`config.mk`:
```
export PLATFORM = sky130hd
export DESIGN_NAME = uart_rx_fifo_flat
export DESIGN_NICKNAME = d
export VERILOG_FILES = /design/src/rtl/uart_rx_fifo_if.sv /design/src/rtl/uart_rx_fifo.sv /design/src/flat_wrapper.sv
export SDC_FILE = /design/constraint.sdc
export NUM_CORES = 1
export LEC_CHECK = 0
export CORE_MARGIN = 5
export CORE_UTILIZATION = 45
export CTS_CLUSTER_SIZE = 10
export DETAILED_ROUTE_END_ITERATION = 10
export PLACE_DENSITY_LB_ADDON = 0.3
export SLEW_MARGIN = 25
export SYNTH_ARGS = -nofsm -noshare
export SYNTH_HDL_FRONTEND = slang
export SYNTH_SLANG_ARGS = --single-unit
```
`constraint.sdc`:
```
create_clock -name i_Clock -period 4 [get_ports i_Clock]
set_input_delay 0.8 -clock i_Clock [delete_from_list [all_inputs] [get_ports i_Clock]]
set_output_delay 0.8 -clock i_Clock [all_outputs]
set_load 0.05 [all_outputs]
```
`src/rtl/uart_rx_fifo_if.sv`:
```
// Host-side read port of the UART receive FIFO.
// The head byte is valid whenever o_Rd_Valid=1; a pop happens on a cycle with i_Rd_En && o_Rd_Valid.
interface uart_rx_fifo_if #(
    parameter int ADDR_W = 4
);
    logic              i_Rd_En;
    logic [7:0]        o_Rd_Byte;
    logic              o_Rd_Valid;
    logic [ADDR_W:0]   o_Fifo_Count;
    logic              o_Full;

    modport slave (
        input  i_Rd_En,
        output o_Rd_Byte, o_Rd_Valid, o_Fifo_Count, o_Full
    );

    modport master (
        output i_Rd_En,
        input  o_Rd_Byte, o_Rd_Valid, o_Fifo_Count, o_Full
    );
endinterface

```
`src/rtl/uart_rx_fifo.sv`:
```
// UART receiver (8N1 / 8E1 / 8O1) feeding a first-word-fall-through FIFO,
// with sticky framing, parity and overrun flags.
module uart_rx_fifo #(
    parameter int CLKS_PER_BIT = 87,
    parameter bit PARITY_EN    = 1'b0,
    parameter bit PARITY_ODD   = 1'b0,
    parameter int FIFO_DEPTH   = 16,
    parameter int ADDR_W       = 4
) (
    input  logic                 i_Clock,
    input  logic                 i_Rst_n,
    input  logic                 i_Rx_Serial,
    input  logic                 i_Err_Clr,
    uart_rx_fifo_if.slave        rd,
    output logic                 o_Rx_Active,
    output logic                 o_Frame_Err,
    output logic                 o_Parity_Err,
    output logic                 o_Overrun,
    output logic [2:0]           o_Dbg_State
);

    localparam int              CNT_W   = $clog2(CLKS_PER_BIT);
    localparam logic [CNT_W-1:0] MID    = CNT_W'((CLKS_PER_BIT - 1) / 2);
    localparam logic [CNT_W-1:0] LAST   = CNT_W'(CLKS_PER_BIT - 1);
    localparam logic [ADDR_W:0]  DEPTH_C = (ADDR_W + 1)'(FIFO_DEPTH);

    typedef enum logic [2:0] {
        S_IDLE   = 3'd0,
        S_START  = 3'd1,
        S_DATA   = 3'd2,
        S_PARITY = 3'd3,
        S_STOP   = 3'd4,
        S_BREAK  = 3'd5
    } state_t;

    logic             sync1_q, rx_s_q;
    state_t           state_q, state_d;
    logic [CNT_W-1:0] cnt_q, cnt_d;
    logic [2:0]       idx_q, idx_d;
    logic [7:0]       shift_q, shift_d;
    logic             par_bad_q, par_bad_d;
    logic             push_req, frame_set, parity_set, bit_tick;

    logic [7:0]        mem_q [FIFO_DEPTH];
    logic [ADDR_W-1:0] wr_ptr_q, wr_ptr_d, rd_ptr_q, rd_ptr_d;
    logic [ADDR_W:0]   count_q, count_d;
    logic [7:0]        rd_byte_q, rd_byte_d;
    logic              full, empty, do_pop, do_push, overrun_set;
    logic              frame_err_q, frame_err_d;
    logic              parity_err_q, parity_err_d;
    logic              overrun_q, overrun_d;

    assign bit_tick = (cnt_q == LAST);

    // Receiver FSM: every sample after the start-bit check lands on a counter wrap (mid-bit).
    always_comb begin
        state_d    = state_q;
        cnt_d      = cnt_q;
        idx_d      = idx_q;
        shift_d    = shift_q;
        par_bad_d  = par_bad_q;
        push_req   = 1'b0;
        frame_set  = 1'b0;
        parity_set = 1'b0;
        case (state_q)
            S_IDLE: begin
                if (!rx_s_q) begin
                    state_d = S_START;
                    cnt_d   = '0;
                end
            end
            S_START: begin
                if (cnt_q == MID) begin
                    cnt_d = '0;
                    if (!rx_s_q) begin
                        state_d   = S_DATA;
                        idx_d     = 3'd0;
                        par_bad_d = 1'b0;
                    end else begin
                        state_d = S_IDLE;
                    end
                end else begin
                    cnt_d = cnt_q + 1'b1;
                end
            end
            S_DATA: begin
                if (bit_tick) begin
                    cnt_d          = '0;
                    shift_d[idx_q] = rx_s_q;
                    if (idx_q == 3'd7) begin
                        state_d = PARITY_EN ? S_PARITY : S_STOP;
                    end else begin
                        idx_d = idx_q + 3'd1;
                    end
                end else begin
                    cnt_d = cnt_q + 1'b1;
                end
            end
            S_PARITY: begin
                if (bit_tick) begin
                    cnt_d     = '0;
                    par_bad_d = ((^shift_q) ^ rx_s_q) != PARITY_ODD;
                    state_d   = S_STOP;
                end else begin
                    cnt_d = cnt_q + 1'b1;
                end
            end
            S_STOP: begin
                if (bit_tick) begin
                    cnt_d = '0;
                    if (rx_s_q) begin
                        push_req   = 1'b1;
                        parity_set = par_bad_q;
                        state_d    = S_IDLE;
                    end else begin
                        frame_set = 1'b1;
                        state_d   = S_BREAK;
                    end
                end else begin
                    cnt_d = cnt_q + 1'b1;
                end
            end
            S_BREAK: begin
                if (rx_s_q) state_d = S_IDLE;
            end
            default: state_d = S_IDLE;
        endcase
    end

    assign full        = (count_q == DEPTH_C);
    assign empty       = (count_q == '0);
    assign do_pop      = rd.i_Rd_En && !empty;
    assign do_push     = push_req && (!full || do_pop);
    assign overrun_set = push_req && full && !do_pop;

    // Head register tracks the post-update head; a byte written this cycle is bypassed.
    always_comb begin
        wr_ptr_d  = do_push ? wr_ptr_q + 1'b1 : wr_ptr_q;
        rd_ptr_d  = do_pop  ? rd_ptr_q + 1'b1 : rd_ptr_q;
        count_d   = count_q;
        rd_byte_d = rd_byte_q;
        if (do_push && !do_pop)      count_d = count_q + 1'b1;
        else if (!do_push && do_pop) count_d = count_q - 1'b1;
        if (count_d != '0) begin
            if (do_push && (rd_ptr_d == wr_ptr_q)) rd_byte_d = shift_q;
            else                                  rd_byte_d = mem_q[rd_ptr_d];
        end
    end

    assign frame_err_d  = (frame_err_q  & ~i_Err_Clr) | frame_set;
    assign parity_err_d = (parity_err_q & ~i_Err_Clr) | parity_set;
    assign overrun_d    = (overrun_q    & ~i_Err_Clr) | overrun_set;

    always_ff @(posedge i_Clock or negedge i_Rst_n) begin
        if (!i_Rst_n) begin
            sync1_q      <= 1'b1;
            rx_s_q       <= 1'b1;
            state_q      <= S_IDLE;
            cnt_q        <= '0;
            idx_q        <= 3'd0;
            shift_q      <= 8'h00;
            par_bad_q    <= 1'b0;
            wr_ptr_q     <= '0;
            rd_ptr_q     <= '0;
            count_q      <= '0;
            rd_byte_q    <= 8'h00;
            frame_err_q  <= 1'b0;
            parity_err_q <= 1'b0;
            overrun_q    <= 1'b0;
        end else begin
            sync1_q      <= i_Rx_Serial;
            rx_s_q       <= sync1_q;
            state_q      <= state_d;
            cnt_q        <= cnt_d;
            idx_q        <= idx_d;
            shift_q      <= shift_d;
            par_bad_q    <= par_bad_d;
            wr_ptr_q     <= wr_ptr_d;
            rd_ptr_q     <= rd_ptr_d;
            count_q      <= count_d;
            rd_byte_q    <= rd_byte_d;
            frame_err_q  <= frame_err_d;
            parity_err_q <= parity_err_d;
            overrun_q    <= overrun_d;
        end
    end

    always_ff @(posedge i_Clock) begin
        if (do_push) mem_q[wr_ptr_q] <= shift_q;
    end

    assign rd.o_Rd_Byte    = rd_byte_q;
    assign rd.o_Rd_Valid   = !empty;
    assign rd.o_Fifo_Count = count_q;
    assign rd.o_Full       = full;
    assign o_Rx_Active     = (state_q != S_IDLE);
    assign o_Frame_Err     = frame_err_q;
    assign o_Parity_Err    = parity_err_q;
    assign o_Overrun       = overrun_q;
    assign o_Dbg_State     = state_q;

endmodule
```
`src/flat_wrapper.sv`:
```
// flat-port wrapper written by rule: the top's interface ports become plain ports
module uart_rx_fifo_flat 
#(
    parameter int CLKS_PER_BIT = 87,
    parameter bit PARITY_EN    = 1'b0,
    parameter bit PARITY_ODD   = 1'b0,
    parameter int FIFO_DEPTH   = 16,
    parameter int ADDR_W       = 4
)
  (i_Clock, i_Rst_n, i_Rx_Serial, i_Err_Clr, o_Rx_Active, o_Frame_Err, o_Parity_Err, o_Overrun, o_Dbg_State, rd_i_Rd_En, rd_o_Rd_Byte, rd_o_Rd_Valid, rd_o_Fifo_Count, rd_o_Full);
  uart_rx_fifo_if #(.ADDR_W(ADDR_W)) rd_i ();
  input  logic i_Clock;
  input  logic i_Rst_n;
  input  logic i_Rx_Serial;
  input  logic i_Err_Clr;
  output logic o_Rx_Active;
  output logic o_Frame_Err;
  output logic o_Parity_Err;
  output logic o_Overrun;
  output logic [2:0] o_Dbg_State;
  input wire logic [$bits(rd_i.i_Rd_En)-1:0] rd_i_Rd_En;
  output wire logic [$bits(rd_i.o_Rd_Byte)-1:0] rd_o_Rd_Byte;
  output wire logic [$bits(rd_i.o_Rd_Valid)-1:0] rd_o_Rd_Valid;
  output wire logic [$bits(rd_i.o_Fifo_Count)-1:0] rd_o_Fifo_Count;
  output wire logic [$bits(rd_i.o_Full)-1:0] rd_o_Full;
  assign rd_i.i_Rd_En = rd_i_Rd_En;
  assign rd_o_Rd_Byte = rd_i.o_Rd_Byte;
  assign rd_o_Rd_Valid = rd_i.o_Rd_Valid;
  assign rd_o_Fifo_Count = rd_i.o_Fifo_Count;
  assign rd_o_Full = rd_i.o_Full;
  uart_rx_fifo #(.CLKS_PER_BIT(CLKS_PER_BIT), .PARITY_EN(PARITY_EN), .PARITY_ODD(PARITY_ODD), .FIFO_DEPTH(FIFO_DEPTH), .ADDR_W(ADDR_W)) u_core (.i_Clock(i_Clock), .i_Rst_n(i_Rst_n), .i_Rx_Serial(i_Rx_Serial), .i_Err_Clr(i_Err_Clr), .rd(rd_i), .o_Rx_Active(o_Rx_Active), .o_Frame_Err(o_Frame_Err), .o_Parity_Err(o_Parity_Err), .o_Overrun(o_Overrun), .o_Dbg_State(o_Dbg_State));
endmodule
```
# After elaboration in Yosys (flattened, before gate mapping)
# Memories as Yosys holds them, arrays and structs flattened. A register that Yosys moved wholly into a read port is not among the register bits.
# Cells that the tools add are included.
# W data, S select, Z words.
[op_classes] addsub=6 n_lt_le_gt_ge=2 eq_ne=18 muxes=39 bitwise=8 reduce_logical=27
[ops] cell="$mux W3" count=12
[ops] cell="$mux W7" count=3
[ops] cell="$pmux W7 S3" count=1
[ops] cell="$pmux W3 S6" count=1
[ops] cell="$mux W1" count=14
[ops] cell="$ne A2 B1 Y1 const B" count=6
[ops] cell="$mux W5" count=2
[ops] cell="$eq A3 B3 Y1 const B" count=3
[ops] cell="$add A4 B1 Y4 const B" count=2
[ops] cell="$bwmux W8" count=1
[ops] cell="$reduce_xor A8 Y1" count=1
[ops] cell="$add A7 B1 Y7 const B" count=1
[ops] cell="$eq A7 B6 Y1 const B" count=1
[ops] cell="$eq A7 B7 Y1 const B" count=1
[ops] cell="$logic_and A1 B1 Y1" count=7
[ops] cell="$reduce_and A7 Y1" count=1
[ops] cell="$eq A3 B2 Y1 const B" count=2
[ops] cell="$ne A2 B2 Y1 const B" count=3
[ops] cell="$pmux W3 S2" count=1
[ops] cell="$reduce_bool A3 Y1" count=2
[ops] cell="$add A5 B1 Y5 const B" count=1
[ops] cell="$eq A5 B5 Y1 const B" count=1
[ops] cell="$logic_not A1 Y1" count=5
[ops] cell="$logic_not A5 Y1" count=1
[ops] cell="other kinds (21)" count=27
[totals] regBits=40 mem_bits_rw=128 inputBits=5 out_inout_bits=22 word_cells=114 mem_count=1
[mem_list] memory="u_core.mem_q" depth=16 width=8 read_ports=1 rd_clocked_by_memory_dff=1 wr=1 line_no="uart_rx_fifo.sv:44" rtl="logic [7:0] mem_q [FIFO_DEPTH];"

# Logic depth before layout (Yosys ltp)
[depth] ltp_word=10 depth_mapped=13 depth_no_buf=10

# Worst setup path before layout
# OpenSTA, ideal clock, no wires.
[synth_timing] path_type="reg2reg" from="reg u_core.count_q[0], in the netlist u_core.rd.o_Fifo_Count[0]" to="reg u_core.rd_byte_q[2], in the netlist u_core.rd.o_Rd_Byte[2], read port of u_core.mem_q" setup_time_ps=124 arrival_time_ps=2891 t_required_ps=3876 slack_ps=985 stages_incl_launch_ff=11 n_path_buf=0 path_cell_list="dfrtp_1 -> inv_1 -> ha_1 -> nor4b_4 -> inv_2 -> nand3_1 -> and3_1 -> o221a_2 -> nand2_2 -> mux2_2 -> o31a_1"
[synth_via] elab_chain_cells=10 word_cells_on_any_way=17 cone_classes="add/sub (2); eq/ne (1); mux (3); reduce/logical (11)"
[synth_lines] item="from (decl)" line_no="uart_rx_fifo.sv:46" rtl="logic [ADDR_W:0] count_q, count_d;"
[synth_lines] item="from (signal assigned)" line_no="uart_rx_fifo.sv:180" rtl="count_q <= count_d;"
[synth_lines] item="$logic_not A5 Y1 (*)" line_no="uart_rx_fifo.sv:131" rtl="assign empty = (count_q == '0);"
[synth_lines] item="$logic_not A1 Y1 (*)"
[synth_lines] item="via rd_o_Rd_Valid" line_no="flat_wrapper.sv:23" rtl="output wire logic [$bits(rd_i.o_Rd_Valid)-1:0] rd_o_Rd_Valid;"
[synth_lines] item="$logic_and A1 B1 Y1 (*)" line_no="uart_rx_fifo.sv:132" rtl="assign do_pop = rd.i_Rd_En && !empty;"
[synth_lines] item="$logic_or A1 B1 Y1" line_no="uart_rx_fifo.sv:133" rtl="assign do_push = push_req && (!full || do_pop);"
[synth_lines] item="$logic_and A1 B1 Y1" line_no="uart_rx_fifo.sv:133"
[synth_lines] item="$logic_not A1 Y1" line_no="uart_rx_fifo.sv:143" rtl="else if (!do_push && do_pop) count_d = count_q - 1'b1;"
[synth_lines] item="$logic_and A1 B1 Y1" line_no="uart_rx_fifo.sv:143"
[synth_lines] item="$mux W5" line_no="uart_rx_fifo.sv:143"
[synth_lines] item="$mux W5" line_no="uart_rx_fifo.sv:142" rtl="if (do_push && !do_pop) count_d = count_q + 1'b1;"
[synth_lines] item="$reduce_bool A5 Y1" line_no="uart_rx_fifo.sv:144" rtl="if (count_d != '0) begin"
[synth_lines] item="to (decl)" line_no="uart_rx_fifo.sv:47" rtl="logic [7:0] rd_byte_q, rd_byte_d;"
# The timed path passes the listed nets; every way through them passes the cells marked *.
# A chain may end at the register's enable or synchronous reset.

# Worst setup path in the final report
[layout_timing] from="reg u_core.count_q[0], in the netlist u_core.rd.o_Fifo_Count[0]" to="reg u_core.rd_byte_q[2], in the netlist u_core.rd.o_Rd_Byte[2], read port of u_core.mem_q"
[layout_via] elab_chain_cells=10 word_cells_on_any_way=17 cone_classes="add/sub (2); eq/ne (1); mux (3); reduce/logical (11)"
[layout_lines] item="$logic_not A5 Y1" line_no="uart_rx_fifo.sv:131"
[layout_lines] item="$logic_not A1 Y1" line_no="uart_rx_fifo.sv:132"
[layout_lines] item="$logic_and A1 B1 Y1" line_no="uart_rx_fifo.sv:132"
[layout_lines] item="$logic_or A1 B1 Y1" line_no="uart_rx_fifo.sv:133"
[layout_lines] item="$logic_and A1 B1 Y1" line_no="uart_rx_fifo.sv:133"
[layout_lines] item="$logic_not A1 Y1" line_no="uart_rx_fifo.sv:143"
[layout_lines] item="$logic_and A1 B1 Y1" line_no="uart_rx_fifo.sv:143"
[layout_lines] item="$mux W5" line_no="uart_rx_fifo.sv:143"
[layout_lines] item="$mux W5" line_no="uart_rx_fifo.sv:142"
[layout_lines] item="$reduce_bool A5 Y1" line_no="uart_rx_fifo.sv:144"
# Parallel ways exist; a longest one is shown, timed or not.

==> metrics.txt <==
Clock Path Buffers 2; # Post-CTS Setup Buffers 0; FMAX roughly 290 MHz; non-filler cells, final 972; TNS Setup 0 ps; Mean Syn Cell Area 12.9 µm²; Critical Path AT 3880 ps; Crit. End Element register; sequential share of power a little over a third; number of clock sinks between 150 and 200; crit path launch u_core.rd.o_Fifo_Count[0]$_DFF_PN0_; post-CTS sizing 0; Final Hold Viols 0; DR vias/cell approximately 6.2; Slew Limit Fails 0; Filler Cells Inserted around 1,600; GPL Wtd Cong 0.830; die area ~22,000 µm²; Critical Path Sink u_core.rd.o_Rd_Byte[2]$_DFFE_PN0P_; later-pin clock latency in the skew report 440 ps; RSZ-0062 raised after global routing false; Final nets 715; placed insts 940; Post-synth ARST share roughly 27%; Net Count, Synth between 600 and 700; clk root buf clkbuf_16; Sw Share a little under two fifths; GRT overflow 0; synth warn 0; die width around 150 µm; Final period util between 80 and 90%; status finished, final reports clean; worst path required time between 4000 and 5000 ps; combinational power share about two fifths; flop2flop setup slack approximately 500 ps; static leakage 3.76 nW; IO Pins 27; worst flop-to-flop path endpoint u_core.rd.o_Rd_Byte[2]$_DFFE_PN0P_; RR Startpoint u_core.rd.o_Fifo_Count[0]$_DFF_PN0_; Finished Cell Area just under 10,000 µm²; Final Power about 6 mW; number of synthesized flops with an enable pin ~130; core box area 18,800 µm²; # rows 50; Slew @ Worst Pin between 900 and 1000 ps; P per Cell Area between 600 and 700 nW/µm²; worst setup path class reg2reg; worst-case reg-to-reg path depth 11; Psw around 2.3 mW; initial antenna violation count 0; diode count 0; footprint of the multi-input gates approximately 3300 µm²; overall routing resource usage 18.6%; fraction of the yosys area taken by sequential cells between 50 and 60%; register area ~5000 µm²; Critical Path Fanout Max 31; maximum VDD drop approximately 0.00036 V; number of synthesized register bits about 180; CTS Hold Bufs 0; largest net degree at the start of global routing 62; CTS buffer count 17; Setup Skew between 10 and 15 ps; post-layout min period ~3500 ps; Netlist Area Pre-Place roughly 8700 µm²; wire length per cell between 20 and 25 µm; final WL 20,100 µm; Clock transition at path regs ~70 ps; setup violators final 0; Port Buf Inserts 26; main flop type after synthesis edfxtp_1; synth-to-layout area growth 13.1%; Initial Util 46.1%; Relative slew margins a little over a third; Max-Cap Viols 0; drt pass-1 iters 5; cells after synthesis approximately 670; Hold Crit Class in2async; vias in the first global route roughly 6,000; Iter 0 DRT Violations between 400 and 500; H-tree Lvls 4; total number of vias around 6,000; hold slack ~360 ps; HPWL Detailed ~13,000 µm; Int Pwr about 3.8 mW; CTS tree yes; Post-route DRC 0; Placed Instance Area around 9300 µm²; Die Y about 150 µm; first-pass GRT wire length approximately 32,000 µm; Clk pwr share between 20% and 30%; post-synth cell types 65; layout cells sized above 1 16.0%; post-detailed-route count of antenna-violating nets 0; Worst Setup Start Kind register
-- worst min-delay path by stage --
| stage | start | to | slack [ps] | cells past startpoint |
|---|---|---|---|---|
| after floorplan | u_core.sync1_q$_DFF_PN1_ | u_core.rx_s_q$_DFF_PN1_ | 350 | 0 |
| after global placement | u_core.sync1_q$_DFF_PN1_ | u_core.rx_s_q$_DFF_PN1_ | 350 | 0 |
| after detailed placement | u_core.sync1_q$_DFF_PN1_ | u_core.rx_s_q$_DFF_PN1_ | 350 | 0 |
| after CTS | u_core.sync1_q$_DFF_PN1_ | u_core.rx_s_q$_DFF_PN1_ | 360 | 0 |
| after global routing | u_core.sync1_q$_DFF_PN1_ | u_core.rx_s_q$_DFF_PN1_ | 360 | 0 |
| final | i_Rst_n | u_core.cnt_q[0]$_DFFE_PN0P_ | 360 | 1 |
-- sequential cells by signal, summed over array words and instances (netlist names), 3 cells and up --
register / flops
u_core.rd.o_Fifo_Count: 5
u_core.mem_q: 128
u_core.rd_ptr_q: 4
u_core.o_Dbg_State: 3
u_core.rd.o_Rd_Byte: 8
u_core.idx_q: 3
u_core.shift_q: 8
u_core.wr_ptr_q: 4
u_core.cnt_q: 7
-- cell usage after synthesis, types with 2 or more instances --
cell        n  area [µm²]
a21boi_0    2        15.0
a21oi_1    15        75.1
a22oi_1     2        15.0
and3_1     11        68.8
and4_1      2        17.5
buf_1       3        11.3
buf_2      11        55.1
buf_6       5        56.3
clkbuf_1   22        82.6
dfrtp_1    46        1150
dfstp_2     2        52.6
edfxtp_1  128        3840
ha_1       11         138
inv_1      20        75.1
inv_2       2        7.51
mux2_1     12         135
mux2_2     20         225
mux2i_1    22         220
mux4_2     18         405
nand2_1    24        90.1
nand2b_1    7        43.8
nand3_1    19        95.1
nand4_1     2        12.5
nand4b_1    9        78.8
nor2_1     24        90.1
nor3_1     20         100
o211ai_1   17         128
o21a_1      3        22.5
o21ai_0    48         240
o21ai_1     3        15.0
o221ai_1    3        26.3
o22ai_1    58         363
o311ai_0   12         105
o31a_1      8        70.1
o31ai_1     2        15.0
or3_1      15        93.8
xnor2_1    14         123
xnor2_2     2        32.5
xor2_1      2        17.5
-- power by group through the flow --
| stage | Combinational (mW) | Clock, mW | Sequential, mW |
|---|---|---|---|
| after CTS | 2.40 | 1.62 | 2.12 |
| after global placement | 2.33 | 0 | 2.16 |
| final | 2.40 | 1.60 | 2.12 |
| after detailed placement | 2.38 | 0 | 2.16 |
| after floorplan | 1.65 | 0 | 2.30 |
| after global routing | 2.60 | 1.69 | 2.14 |
-- routing by layer --
| layer | global-route usage (%) | vias up | share of wire, % |
|---|---|---|---|
| met3 | 2.89 | 42 | 5.2 |
| met2 | 31.3 | 198 | 50 |
| met5 | 0 | - | 0 |
| li1 | - | 2720 | - |
| met4 | 7.14 | 0 | 2.7 |
| met1 | 24.4 | 3023 | 42 |
-- worst max-delay path, stage by stage, from the launching register on --
cell,delay (ps)
dfrtp_1,470
inv_1,100
ha_1,220
nor4b_4,470
inv_2,190
nand3_1,150
buf_4,320
a21oi_1,110
o221a_2,330
a21boi_1,530
a21boi_0,390
o31a_1,170
-- stage by stage --
step,util (%),setup WS (ps)
after floorplan,-,985
after global placement,49.1,526
final,52.2,499
after CTS,52.2,531
after detailed placement,49.1,566
after global routing,52.2,287
-- placed cells by master (no fill, tap or decap), types with 5 or more instances in the layout --
cell             instances
clkinv_4                 5
nand2_1                 24
edfxtp_1               128
nand2b_1                 7
or3_1                   15
ha_1                    11
o31a_1                   8
clkdlybuf4s50_1         25
nand4b_1                 9
xnor2_1                 14
inv_6                    5
o21ai_0                 48
a21oi_1                 15
mux2i_1                 22
nand3_1                 19
mux4_2                  18
dfrtp_1                 46
mux2_1                  12
nor2_1                  23
clkbuf_16               17
nor3_1                  20
buf_4                   24
o22ai_1                 58
o211ai_1                17
mux2_2                  20
and3_1                  11
inv_1                   20
o311ai_0                12
-- layout make-up --
class	count	area share, %
flip-flops and latches	176	51.4
multi-input cells	432	34.1
repair buffers	50	4.59
clock buffers	17	4.33
well taps	260	3.31
clock inverters	15	1.48
inverters	22	0.841
-- cell families (layout without fill, tap and decap cells) --
family / count (synthesis) / in the layout / synth area share [%]
XOR/XNOR: 18 / 18 / 1.99
AND/OR/NAND/NOR: 146 / 146 / 9.50
flip-flops: 176 / 176 / 58.1
buffers and inverters: 64 / 104 / 3.40
AO/OA/AOI/OAI: 185 / 185 / 14.0
multiplexers: 72 / 72 / 11.4
adder cells (fa/ha/maj): 11 / 11 / 1.59
Note: power is estimated with default switching activity, not from simulation.
